--- src/rtl/dc_tag_if.sv ---
`default_nettype none
// ============================================================================
// Module   : dc_tag_if
// Purpose  : Bundles the lookup, write, flush and write-back signals that run
//            between the D-cache control FSM / write-back buffer (master) and
//            the tag store (slave).
// Signals  : lookup  - lk_valid, lk_index, lk_tag -> lk_ready, hit_valid, hit,
//                      hit_dirty, victim_tag
//            write   - wr_op, wr_index, wr_tag, wr_dirty
//            flush   - flush_req -> flush_busy, flush_done
//            victims - wb_valid, wb_index, wb_tag <- wb_ready
// Revision : 1.0  initial release
// ============================================================================
interface dc_tag_if #(
   parameter int TAG_W = 6,
   parameter int IDX_W = 5
);
   logic             lk_valid;
   logic [IDX_W-1:0] lk_index;
   logic [TAG_W-1:0] lk_tag;
   logic             lk_ready;
   logic             hit_valid;
   logic             hit;
   logic             hit_dirty;
   logic [TAG_W-1:0] victim_tag;
   logic [1:0]       wr_op;
   logic [IDX_W-1:0] wr_index;
   logic [TAG_W-1:0] wr_tag;
   logic             wr_dirty;
   logic             flush_req;
   logic             flush_busy;
   logic             flush_done;
   logic             wb_valid;
   logic [IDX_W-1:0] wb_index;
   logic [TAG_W-1:0] wb_tag;
   logic             wb_ready;

   modport master (
      output lk_valid, lk_index, lk_tag, wr_op, wr_index, wr_tag, wr_dirty,
             flush_req, wb_ready,
      input  lk_ready, hit_valid, hit, hit_dirty, victim_tag, flush_busy,
             flush_done, wb_valid, wb_index, wb_tag
   );

   modport slave (
      input  lk_valid, lk_index, lk_tag, wr_op, wr_index, wr_tag, wr_dirty,
             flush_req, wb_ready,
      output lk_ready, hit_valid, hit, hit_dirty, victim_tag, flush_busy,
             flush_done, wb_valid, wb_index, wb_tag
   );
endinterface
`default_nettype wire

--- src/rtl/dc_tag_array.sv ---
`default_nettype none
// ============================================================================
// Module   : dc_tag_array
// Purpose  : Tag/valid/dirty store for the data cache with a registered lookup
//            (hit, dirty and victim tag), encoded writes, a post-reset clear
//            sweep and a flush engine that hands dirty victims to the
//            write-back path over a valid/ready handshake.
// Ports    : clk        - clock, rising edge
//            rst_n      - asynchronous active-low reset
//            bus        - dc_tag_if.slave (lookup / write / flush / victim)
//            parity_err - parity error pulse (DC_TAG_PARITY_EN only)
// Options  : DC_TAG_PARITY_EN - adds an even-parity bit per entry, checked on
//            lookup and during flush.
// Revision : 1.0  initial release
// ============================================================================
module dc_tag_array #(
   parameter int NUM_SETS = 32,
   parameter int TAG_W    = 6,
   parameter int IDX_W    = 5
) (
   input  wire logic clk,
   input  wire logic rst_n,
   dc_tag_if.slave   bus
`ifdef DC_TAG_PARITY_EN
   ,
   output logic      parity_err
`endif
);

   localparam logic [IDX_W-1:0] LAST_SET = IDX_W'(NUM_SETS - 1);

   typedef enum logic [1:0] {
      S_INIT    = 2'd0,
      S_IDLE    = 2'd1,
      S_FL_SCAN = 2'd2,
      S_FL_WB   = 2'd3
   } state_t;

   state_t             state_q, state_d;
   logic [IDX_W-1:0]   cnt_q, cnt_d;
   logic               fl_pend_q, fl_pend_d;
   logic               done_q, done_d;

   logic [NUM_SETS-1:0] valid_q;
   logic [NUM_SETS-1:0] dirty_q;
   logic [TAG_W-1:0]    tag_q [NUM_SETS];

   logic               hit_valid_q, hit_q, hit_dirty_q, perr_q;
   logic [TAG_W-1:0]   victim_tag_q;

   logic               clr_en;   // clear entry cnt_q this cycle
   logic               adv;      // step the sweep to the next set
   logic               lk_acc;
   logic               lk_bad;   // addressed lookup entry fails parity
   logic               sc_bad;   // entry under the sweep fails parity
   logic               is_last;

   assign lk_acc  = (state_q == S_IDLE) && bus.lk_valid;
   assign is_last = (cnt_q == LAST_SET);

`ifdef DC_TAG_PARITY_EN
   logic [NUM_SETS-1:0] par_q;
   assign lk_bad = ^{par_q[bus.lk_index], valid_q[bus.lk_index],
                     dirty_q[bus.lk_index], tag_q[bus.lk_index]};
   assign sc_bad = ^{par_q[cnt_q], valid_q[cnt_q], dirty_q[cnt_q], tag_q[cnt_q]};
   assign parity_err = perr_q;
`else
   assign lk_bad = 1'b0;
   assign sc_bad = 1'b0;
`endif

   // ---------------------------------------------------------------- FSM
   always_ff @(posedge clk or negedge rst_n) begin
      if (!rst_n) begin
         state_q   <= S_INIT;
         cnt_q     <= '0;
         fl_pend_q <= 1'b0;
         done_q    <= 1'b0;
      end else begin
         state_q   <= state_d;
         cnt_q     <= cnt_d;
         fl_pend_q <= fl_pend_d;
         done_q    <= done_d;
      end
   end

   always_comb begin
      state_d   = state_q;
      cnt_d     = cnt_q;
      fl_pend_d = fl_pend_q;
      done_d    = 1'b0;
      clr_en    = 1'b0;
      adv       = 1'b0;
      case (state_q)
         S_INIT: begin
            clr_en = 1'b1;
            if (bus.flush_req) fl_pend_d = 1'b1;
            if (is_last) begin
               cnt_d     = '0;
               fl_pend_d = 1'b0;
               // A flush requested at any point of the clear sweep runs next.
               state_d   = (fl_pend_q || bus.flush_req) ? S_FL_SCAN : S_IDLE;
            end else begin
               cnt_d = cnt_q + 1'b1;
            end
         end
         S_IDLE: begin
            if (bus.flush_req) begin
               state_d = S_FL_SCAN;
               cnt_d   = '0;
            end
         end
         S_FL_SCAN: begin
            // Corrupted entries are dropped rather than written back.
            if (valid_q[cnt_q] && dirty_q[cnt_q] && !sc_bad) begin
               state_d = S_FL_WB;
            end else begin
               clr_en = 1'b1;
               adv    = 1'b1;
            end
         end
         S_FL_WB: begin
            if (bus.wb_ready) begin
               clr_en = 1'b1;
               adv    = 1'b1;
            end
         end
         default: state_d = S_INIT;
      endcase
      if (adv) begin
         if (is_last) begin
            state_d = S_IDLE;
            cnt_d   = '0;
            done_d  = 1'b1;
         end else begin
            state_d = S_FL_SCAN;
            cnt_d   = cnt_q + 1'b1;
         end
      end
   end

   // ------------------------------------------------------------ storage
   always_ff @(posedge clk or negedge rst_n) begin
      if (!rst_n) begin
         valid_q <= '0;
         dirty_q <= '0;
         for (int i = 0; i < NUM_SETS; i++) tag_q[i] <= '0;
`ifdef DC_TAG_PARITY_EN
         par_q   <= '0;
`endif
      end else if (clr_en) begin
         valid_q[cnt_q] <= 1'b0;
         dirty_q[cnt_q] <= 1'b0;
`ifdef DC_TAG_PARITY_EN
         par_q[cnt_q]   <= ^tag_q[cnt_q];
`endif
      end else if (state_q == S_IDLE) begin
         case (bus.wr_op)
            2'b01: begin
               valid_q[bus.wr_index] <= 1'b1;
               dirty_q[bus.wr_index] <= bus.wr_dirty;
               tag_q[bus.wr_index]   <= bus.wr_tag;
`ifdef DC_TAG_PARITY_EN
               par_q[bus.wr_index]   <= ^{1'b1, bus.wr_dirty, bus.wr_tag};
`endif
            end
            2'b10: begin
               if (valid_q[bus.wr_index]) begin
                  dirty_q[bus.wr_index] <= 1'b1;
`ifdef DC_TAG_PARITY_EN
                  par_q[bus.wr_index]   <= ^tag_q[bus.wr_index];
`endif
               end
            end
            2'b11: begin
               valid_q[bus.wr_index] <= 1'b0;
`ifdef DC_TAG_PARITY_EN
               par_q[bus.wr_index]   <= ^{dirty_q[bus.wr_index], tag_q[bus.wr_index]};
`endif
            end
            default: ;
         endcase
      end
   end

   // ------------------------------------------------------ lookup result
   // Reads see the array before this edge's write, so a same-cycle write to
   // the looked-up set is not reflected until the next lookup.
   always_ff @(posedge clk or negedge rst_n) begin
      if (!rst_n) begin
         hit_valid_q  <= 1'b0;
         hit_q        <= 1'b0;
         hit_dirty_q  <= 1'b0;
         victim_tag_q <= '0;
         perr_q       <= 1'b0;
      end else begin
         hit_valid_q <= lk_acc;
         perr_q      <= (lk_acc && lk_bad) || ((state_q == S_FL_SCAN) && sc_bad);
         if (lk_acc) begin
            hit_q        <= valid_q[bus.lk_index] && !lk_bad &&
                            (tag_q[bus.lk_index] == bus.lk_tag);
            hit_dirty_q  <= dirty_q[bus.lk_index];
            victim_tag_q <= tag_q[bus.lk_index];
         end
      end
   end

   // ------------------------------------------------------------ outputs
   assign bus.lk_ready   = (state_q == S_IDLE);
   assign bus.hit_valid  = hit_valid_q;
   assign bus.hit        = hit_q;
   assign bus.hit_dirty  = hit_dirty_q;
   assign bus.victim_tag = victim_tag_q;
   assign bus.flush_busy = (state_q == S_FL_SCAN) || (state_q == S_FL_WB);
   assign bus.flush_done = done_q;
   assign bus.wb_valid   = (state_q == S_FL_WB);
   assign bus.wb_index   = (state_q == S_FL_WB) ? cnt_q : '0;
   assign bus.wb_tag     = (state_q == S_FL_WB) ? tag_q[cnt_q] : '0;

endmodule
`default_nettype wire
--- src/flat_wrapper.sv ---
// flat-port wrapper written by rule: the top's interface ports become plain ports
module dc_tag_array_flat 
#(
   parameter int NUM_SETS = 32,
   parameter int TAG_W    = 6,
   parameter int IDX_W    = 5
)
  (clk, rst_n, bus_lk_valid, bus_lk_index, bus_lk_tag, bus_wr_op, bus_wr_index, bus_wr_tag, bus_wr_dirty, bus_flush_req, bus_wb_ready, bus_lk_ready, bus_hit_valid, bus_hit, bus_hit_dirty, bus_victim_tag, bus_flush_busy, bus_flush_done, bus_wb_valid, bus_wb_index, bus_wb_tag);
  dc_tag_if #(.TAG_W(TAG_W), .IDX_W(IDX_W)) bus_i ();
  input  wire logic clk;
  input  wire logic rst_n;
  input wire logic [$bits(bus_i.lk_valid)-1:0] bus_lk_valid;
  input wire logic [$bits(bus_i.lk_index)-1:0] bus_lk_index;
  input wire logic [$bits(bus_i.lk_tag)-1:0] bus_lk_tag;
  input wire logic [$bits(bus_i.wr_op)-1:0] bus_wr_op;
  input wire logic [$bits(bus_i.wr_index)-1:0] bus_wr_index;
  input wire logic [$bits(bus_i.wr_tag)-1:0] bus_wr_tag;
  input wire logic [$bits(bus_i.wr_dirty)-1:0] bus_wr_dirty;
  input wire logic [$bits(bus_i.flush_req)-1:0] bus_flush_req;
  input wire logic [$bits(bus_i.wb_ready)-1:0] bus_wb_ready;
  output wire logic [$bits(bus_i.lk_ready)-1:0] bus_lk_ready;
  output wire logic [$bits(bus_i.hit_valid)-1:0] bus_hit_valid;
  output wire logic [$bits(bus_i.hit)-1:0] bus_hit;
  output wire logic [$bits(bus_i.hit_dirty)-1:0] bus_hit_dirty;
  output wire logic [$bits(bus_i.victim_tag)-1:0] bus_victim_tag;
  output wire logic [$bits(bus_i.flush_busy)-1:0] bus_flush_busy;
  output wire logic [$bits(bus_i.flush_done)-1:0] bus_flush_done;
  output wire logic [$bits(bus_i.wb_valid)-1:0] bus_wb_valid;
  output wire logic [$bits(bus_i.wb_index)-1:0] bus_wb_index;
  output wire logic [$bits(bus_i.wb_tag)-1:0] bus_wb_tag;
  assign bus_i.lk_valid = bus_lk_valid;
  assign bus_i.lk_index = bus_lk_index;
  assign bus_i.lk_tag = bus_lk_tag;
  assign bus_i.wr_op = bus_wr_op;
  assign bus_i.wr_index = bus_wr_index;
  assign bus_i.wr_tag = bus_wr_tag;
  assign bus_i.wr_dirty = bus_wr_dirty;
  assign bus_i.flush_req = bus_flush_req;
  assign bus_i.wb_ready = bus_wb_ready;
  assign bus_lk_ready = bus_i.lk_ready;
  assign bus_hit_valid = bus_i.hit_valid;
  assign bus_hit = bus_i.hit;
  assign bus_hit_dirty = bus_i.hit_dirty;
  assign bus_victim_tag = bus_i.victim_tag;
  assign bus_flush_busy = bus_i.flush_busy;
  assign bus_flush_done = bus_i.flush_done;
  assign bus_wb_valid = bus_i.wb_valid;
  assign bus_wb_index = bus_i.wb_index;
  assign bus_wb_tag = bus_i.wb_tag;
  dc_tag_array #(.NUM_SETS(NUM_SETS), .TAG_W(TAG_W), .IDX_W(IDX_W)) u_core (.clk(clk), .rst_n(rst_n), .bus(bus_i));
endmodule
--- config.mk ---
export PLATFORM = sky130hd
export DESIGN_NAME = dc_tag_array_flat
export DESIGN_NICKNAME = d
export VERILOG_FILES = /design/src/rtl/dc_tag_if.sv /design/src/rtl/dc_tag_array.sv /design/src/flat_wrapper.sv
export SDC_FILE = /design/constraint.sdc
export NUM_CORES = 1
export LEC_CHECK = 0
export BUFFER_PORTS_ARGS = -buffer_cell sky130_fd_sc_hd__buf_2
export CAP_MARGIN = 5
export CORE_MARGIN = 5
export CORE_UTILIZATION = 54
export DETAILED_ROUTE_END_ITERATION = 8
export PLACE_DENSITY_LB_ADDON = 0.1
export SKIP_CTS_REPAIR_TIMING = 1
export SYNTH_ARGS = -nofsm -noshare
export SYNTH_HDL_FRONTEND = slang
export SYNTH_SLANG_ARGS = --single-unit
--- constraint.sdc ---
create_clock -name clk -period 5.4 [get_ports clk]
set_input_delay 0.81 -clock clk [delete_from_list [all_inputs] [get_ports clk]]
set_output_delay 0.81 -clock clk [all_outputs]
set_load 0.02 [all_outputs]
==> summary by stage, run 1 <==
Outcome
The run finished with clean final reports.

Setup path
The data required time of the critical path is 4.59 ns. The kind of capture point of the worst setup path is a primary output. The signal on the critical path passes through buf_4, mux4_2, a22oi_1, nand3_1, o21a_1, buf_2. The longest individual stage delay on the worst path is 0.90 ns. STA puts the critical path data arrival time at 3.49 ns. The cell with the largest stage delay on the worst path is dfrtp_4. Of all nets on the critical path, the largest fanout is 44. The sort of element at the start of the critical path is a flop. The worst setup path is of the flop to primary output kind. The worst register-to-register path has a setup slack of 1.93 ns.

Floorplanning
Measured along the y axis, the die boundary spans 183 microns. The starting density of the core is 54.6%. The floorplan step defined a die boundary enclosing 33,500 sq um. The row count is 63. The number of top-level design ports is 54. In this run the horizontal extent of the chip is 183 microns. The total area inside the core boundary comes to 29,600 sq um.

Clocking
The clock input transition at the sequential cells of the worst setup and hold paths is 0.07 ns. TritonCTS built the clock tree. The clock latency at the later pin of the worst-skew pair is 0.60 ns. For this design, the sink count on the clock tree is 274. In this run the number of H-tree levels came out at 1. The tree is rooted in a clkbuf_16. The largest buffer count on any clock path is 3. The clock buffer count from CTS is 30.

Yosys
The predominant post-synthesis flop cell is dfrtp_1. The total nets after synthesis is 1,352. The number of storage elements in the synthesis netlist is 274. A synthesized cell averages 12.4 sq um.

Synthesis produced a netlist whose cell count is 1,309. In this run the cell area of the synthesized design comes to 16,200 sq um. Of all flip-flops after synthesis, the portion carrying an async set or reset was 100%. Yosys printed 0 warnings.

The number of different library cells in the post-synthesis netlist is 56. The fraction of the yosys area taken by sequential cells is 42.4%. The synthesized design contains 0 enable-type register cells.

Routing
The final route contains 11,900 vias. The overall routed net length is 49.3 mm. After detailed routing, the average wire length per cell comes to 28.7 microns. The first detailed-routing pass took 5 iterations.

The first-iteration detailed-routing DRC count is 1,207. For this run, design rule violations remaining after detail routing come to 0. After detailed routing, the number of vias per cell comes to 6.92.

The count of nets left with antenna violations once routing finished came out at 0.

Power
The net switching share of the total power is 33.9%. Summed over all nets, the switching power comes to 0.00199 W. The design internal power is 0.00388 W.

In this run the static leakage power is 8.10 nW. In this run, the clock network consumes 36.9% of the power. The worst IR drop on VDD is 296 uV. Of the total power, registers draw 39.2%. For this design the ratio of total power to cell area is 330 nW/um^2.

The share of total power dissipated in combinational logic is 23.9%.

Cells and area
The layout has 2,405 filler cells. The area overhead of the layout relative to synthesis is 9.99%. The filler-free cell count of the finished design is 1,718. Of the cells placed in the final design, the portion with a size suffix greater than 1 is 35.2%. For this run, the share of the core covered by cells in the final layout is 60.0%. In the final design database the tool counted 1,347 nets. The number of diodes added for antenna fixing is 0.

Timing
The final worst hold slack is 0.344 ns. The time the worst path needs with I/O delays and setup is 4.30 ns. The maximum clock frequency is 233 MHz. The max-slew violation count is 0. The normalized max-slew margin is 24.6%.

The final count of negative-setup-slack endpoints is 0. The number of hold violations in the final report is 0. The share of the clock period used by the worst path is 79.6%.

Clock skew on the completed layout was measured at 0.0374 ns. Setup repair after global routing left no endpoint under its margin. For the pin with the worst max-slew slack, the measured transition is 1.13 ns. The setup total negative slack is 0 ns.

GRT
The global-route wire length before repair is 75.8 mm. The via count of the first global-routing pass came to 12,100. The initial antenna violation count is 0. The global-route usage over all layers is 29.6%. The global route total overflow is 0. Entering global routing, the biggest net connects 119 pins.

Min path
In this run the worst hold path is classified as input pin to asynchronous set/reset pin.

Flow run
The count of maximum capacitance violations is 0.

Placement
The count of input and output buffers is 53. At the end of routability-driven placement, the weighted congestion stood at 0.933. The number of placed instances with taps included is 1,662. Once detailed placement completed, the half-perimeter wirelength came to 33.0 mm.
==> synth_stat cells, drive strengths merged (2+ instances only) <==
cell type	instances	area, sq um
inv	15	56.3
mux4	135	3040
o21a	11	82.6
nand3	45	225
and2	9	56.3
xnor2	4	35.0
a22oi	20	150
or3b	4	35.0
and3b	3	26.3
mux2i	80	801
o22ai	33	213
or3	2	12.5
nand2	101	379
o21ai	77	385
dfrtp	274	6860
nand2b	11	68.8
buf	46	223
nor2	65	244
nand3b	5	37.5
a211oi	3	22.5
or2	2	12.5
mux2	193	2170
xor2	2	17.5
o221ai	7	61.3
a21oi	10	53.8
clkbuf	66	248
nand4	4	25.0
nor3	8	40.0
nor4	2	12.5
and3	29	181
ha	13	163
o2bb2ai	7	61.3
nor2b	7	43.8
==> worst paths after layout <==
check,from,end,cells past startpoint
setup / recovery,u_core.cnt_q[0],bus_wb_tag[2],6
hold / removal,rst_n,asynchronous set/reset pin,1
setup reg to reg,u_core.cnt_q[1],flop,9
hold reg to reg,u_core.bus.hit_dirty,u_core.bus.hit_dirty,2
max in group asynchronous,rst_n,u_core.cnt_q[0],2
min in group clk,u_core.bus.hit_dirty,u_core.bus.hit_dirty,2
==> critical path, delay by kind of cell, from the launching register on <==
family | cells | cell delay (ns)
flops | 1 | 0.90
buf+inv | 2 | 0.60
compound gates | 2 | 0.60
mux | 1 | 0.57
simple gates | 1 | 0.22
==> cell type report <==
type                    count  area (sq um)  area share [%]
inverters                  16          60.1           0.337
repair buffers             75           505            2.84
flip-flops and latches    274          6860            38.6
well taps                 390           488            2.74
clock inverters            10           125           0.703
clock buffers              46           931            5.23
multi-input cells         907          8820            49.6
==> through the flow <==
| stage | worst slack (ns) | power, W | area (sq um) |
|---|---|---|---|
| floorplan | 2.33 | 0.00324 | 16200 |
| global placement | 1.68 | 0.00371 | 16700 |
| detailed placement | 1.67 | 0.00372 | 16700 |
| CTS | 1.08 | 0.00589 | 17800 |
| global route | 0.998 | 0.00609 | 17800 |
| finish | 1.10 | 0.00587 | 17800 |
==> kinds of logic (layout without fill, tap and decap cells) <==
kind of cell / Yosys count / in the layout / share of synthesized area [%]
xor+xnor: 6 / 6 / 0.325
buf+inv: 128 / 147 / 3.28
fa+ha+maj: 13 / 13 / 1.01
compound gates: 180 / 180 / 7.03
mux: 408 / 408 / 37.2
simple gates: 300 / 300 / 8.81
flops: 274 / 274 / 42.4
==> power groups by stage <==
stage          Combinational, W  Sequential [W]  Clock, W
6_report                0.00140         0.00230   0.00217
3_5_place_dp            0.00138         0.00233         0
5_1_grt                 0.00150         0.00232   0.00228
4_1_cts                 0.00139         0.00230   0.00221
2_1_floorplan           0.00108         0.00216         0
3_3_place_gp            0.00138         0.00234         0
==> cell usage in the layout, fill, tap and decap left out, types with 32 or more instances in the layout <==
cell | netlist | routed
o22ai_1 | 32 | 32
nand2_1 | 101 | 101
buf_2 | 25 | 51
mux4_2 | 135 | 135
o21ai_0 | 49 | 49
nand3_1 | 45 | 45
nor2_1 | 65 | 64
mux2_2 | 193 | 193
dfrtp_1 | 274 | 272
mux2i_1 | 80 | 80
==> per-layer routing <==
layer	routed length (microns)	GRT usage [%]	vias up
met5	0	0	-
li1	-	-	4957
met3	3340	4.88	163
met2	23900	47.9	569
met4	3040	14.6	0
met1	19000	39.1	6195
(Power assumes the default switching activity.)
==> inputs of run 2 (changes only) <==
==> constraint.sdc (replaced) <==
create_clock -name clk -period 4.3 [get_ports clk]
set_input_delay 0.645 -clock clk [delete_from_list [all_inputs] [get_ports clk]]
set_output_delay 0.645 -clock clk [all_outputs]
set_load 0.02 [all_outputs]
==> summary by stage, run 2 (synthesis gave the netlist of run 1 again) <==
Timing
The slew at the pin closest to its max-slew limit came to 1.01 ns (-0.114 ns). Setup repair after global routing left no endpoint under its margin. The maximum clock frequency is 265 MHz. The max-slew violation count is 0 (unchanged). The normalized max-slew margin is 32.3% (+7.6 points). The final worst hold slack was 0.144 ns (-0.200 ns). The final count of negative-setup-slack endpoints is 0 (unchanged). The final clock skew is 0.0235 ns (-0.0140 ns). The setup total negative slack is 0 ns (unchanged). The share of the clock period used by the worst path is 87.9%.

The number of hold violations in the final report is 0 (unchanged). The time the worst path needs with I/O delays and setup is 3.78 ns.

Setup path
The data required time of the critical path is 3.65 ns (-0.94 ns). The most critical setup path has its startpoint at u_core.cnt_q[1]. The kind of capture point of the worst setup path is a primary output. The origin of the critical flop-to-flop path is u_core.cnt_q[2]. The register-to-register path setup slack is 0.93 ns (-1.00 ns). The longest individual stage delay on the worst path is 0.80 ns (-0.10 ns). The sort of element at the start of the critical path is a flop. The slowest stage of the critical path is the dfrtp_4 cell.

The worst-case reg-to-reg path depth is 10 (+1). The category of the critical setup timing path is flop to primary output. The endpoint arrival time on the critical path is 3.13 ns (-0.36 ns). Walking the worst path, the cells encountered are buf_12, mux4_2, a22oi_1, nand3_1, o21a_1, buf_2. The largest driver fanout on the critical path was 54 (+23%).

Cells and area
The library cell used most frequently in the layout, excluding fill and tap cells, is dfrtp_1. The number of diodes added for antenna fixing is 0 (unchanged). In the layout the commonest cells are dfrtp_1, mux2_2, mux4_2. The number of nets in the final layout was 1,359 (+0.89%).

The filler-free cell count of the finished design is 1,729 (+0.64%). The fraction of the core area covered by cells at the end of the flow is 60.4% (+0.37 points). The proportion of layout cells with a drive suffix above 1 is 35.5% (+0.31 points). From synthesis to final layout, the design area changed by 10.7%.

Routing
The total iterations of the first detailed-routing run is 5 (unchanged). The total number of vias is 11,800 (-0.37%). The number of nets with antenna violations after detailed routing is 0 (unchanged). The number of DRC violations after detailed routing is 0 (unchanged). The via density per instance was 6.85 (-1.0%). The first-iteration detailed-routing DRC count is 1,349 (+12%). The wire length per cell after detailed routing is 28.4 microns (-0.97%). The overall routed net length came to 49.1 mm (-0.34%).

Outcome
The run finished with clean final reports.

Clocking
The tree is rooted in a clkbuf_16. The clock buffer count from CTS was 30 (unchanged). The clock sink count came to 274 (unchanged). The clock latency at the later pin of the worst-skew pair is 0.58 ns (-0.02 ns). The clock input transition at the sequential cells of the worst setup and hold paths is 0.06 ns (about the same).

The TritonCTS clock tree is done. The maximum level of the CTS H-tree is 1 (unchanged). The largest buffer count on any clock path is 3 (unchanged).

Floorplanning
The floorplan die area is 33,500 sq um (unchanged). The vertical extent of the die was 183 microns (unchanged). The row count is 63 (unchanged).

The starting density of the core is 54.6% (unchanged). The number of top-level design ports is 54 (unchanged). The floorplan die width is 183 microns (unchanged).

The placeable core region is 29,600 sq um (unchanged).

GRT
The via count of the first global-routing pass is 12,000 (-0.97%). The maximum number of pins on one net before global-route repair is 112 (-5.9%). The global-route wire length before repair is 75.5 mm (-0.43%). The global route total overflow is 0 (unchanged). The initial antenna violation count is 1 (+1). The global-route usage over all layers is 29.4% (-0.12 points).

Flow run
The count of maximum capacitance violations is 0 (unchanged).

Min path
The worst hold path belongs to the class input pin to asynchronous set/reset pin.

Placement
The count of input and output buffers is 53 (unchanged). The routability-driven placement congestion ratio is 0.951 (+1.9%). The half-perimeter wire length after detailed placement is 33.5 mm (+1.5%).

The number of placed instances with taps included is 1,674 (+0.72%).

Power
The worst IR drop on VDD is 308 uV (+4.0%). The total power per unit cell area is 415 nW/um^2 (+26%). The leakage power total is 8.18 nW (+0.93%). The post-route total power is 0.00743 W (+27%).
## run 2: changes by cell type in the layout (fill, tap and decap cells not counted)
cell,before,now
buf_4,18,30
bufinv_16,2,4
clkbuf_1,4,5
clkbuf_8,12,11
clkinv_2,7,4
nor2_2,0,1
nor2_4,1,0
nor3_1,5,7
nor3_2,3,1
## run 2: per-layer routing
layer	GRT usage [%]	share of wire [%]	vias up
met3	3.85	7.0	132
met1	41.3	40	6120
met4	10.6	4.3	4
met2	47.8	48	600
li1	-	-	4984
met5	1.00	0.12	-
## run 2: worst max-delay path by stage
stage / endpoint / slack, ns / depth (start not counted)
floorplan: bus_wb_tag[0] / 1.40 / 7
global placement: u_core.bus.hit / 0.97 / 8
detailed placement: u_core.bus.hit / 0.95 / 8
CTS: bus_wb_tag[0] / 0.54 / 6
global route: bus_wb_tag[4] / 0.43 / 6
finish: bus_wb_tag[4] / 0.52 / 6
## run 2: per-stage QoR
stage          area (sq um)  setup WS, ns
2_1_floorplan         16200          1.40
5_1_grt               17900         0.435
3_5_place_dp          16800         0.950
4_1_cts               17900         0.536
3_3_place_gp          16800         0.968
6_report              17900         0.520
## run 2: report_power, final
part,internal (W),switching (W)
Clock,0.00171,0.00109
Sequential,0.00264,0.000186
Combinational,0.000627,0.00118
## run 2: final cells by class
class                      instances  area [sq um]
clock inverter                     9           170
inverter                          16          60.1
multi-input combinational        907          8810
tap                              390           488
sequential                       274          6860
timing repair buffer              87           596
clock buffer                      46           921
fill                            2398         11700
## run 2: worst max-delay path, delay by kind of cell (launching register included)
| family | cells | cell delay (ns) |
|---|---|---|
| AOI/OAI and AO/OA | 2 | 0.68 |
| buffers and inverters | 2 | 0.52 |
| DFF | 1 | 0.80 |
| muxes | 1 | 0.36 |
| and+or+nand+nor | 1 | 0.14 |
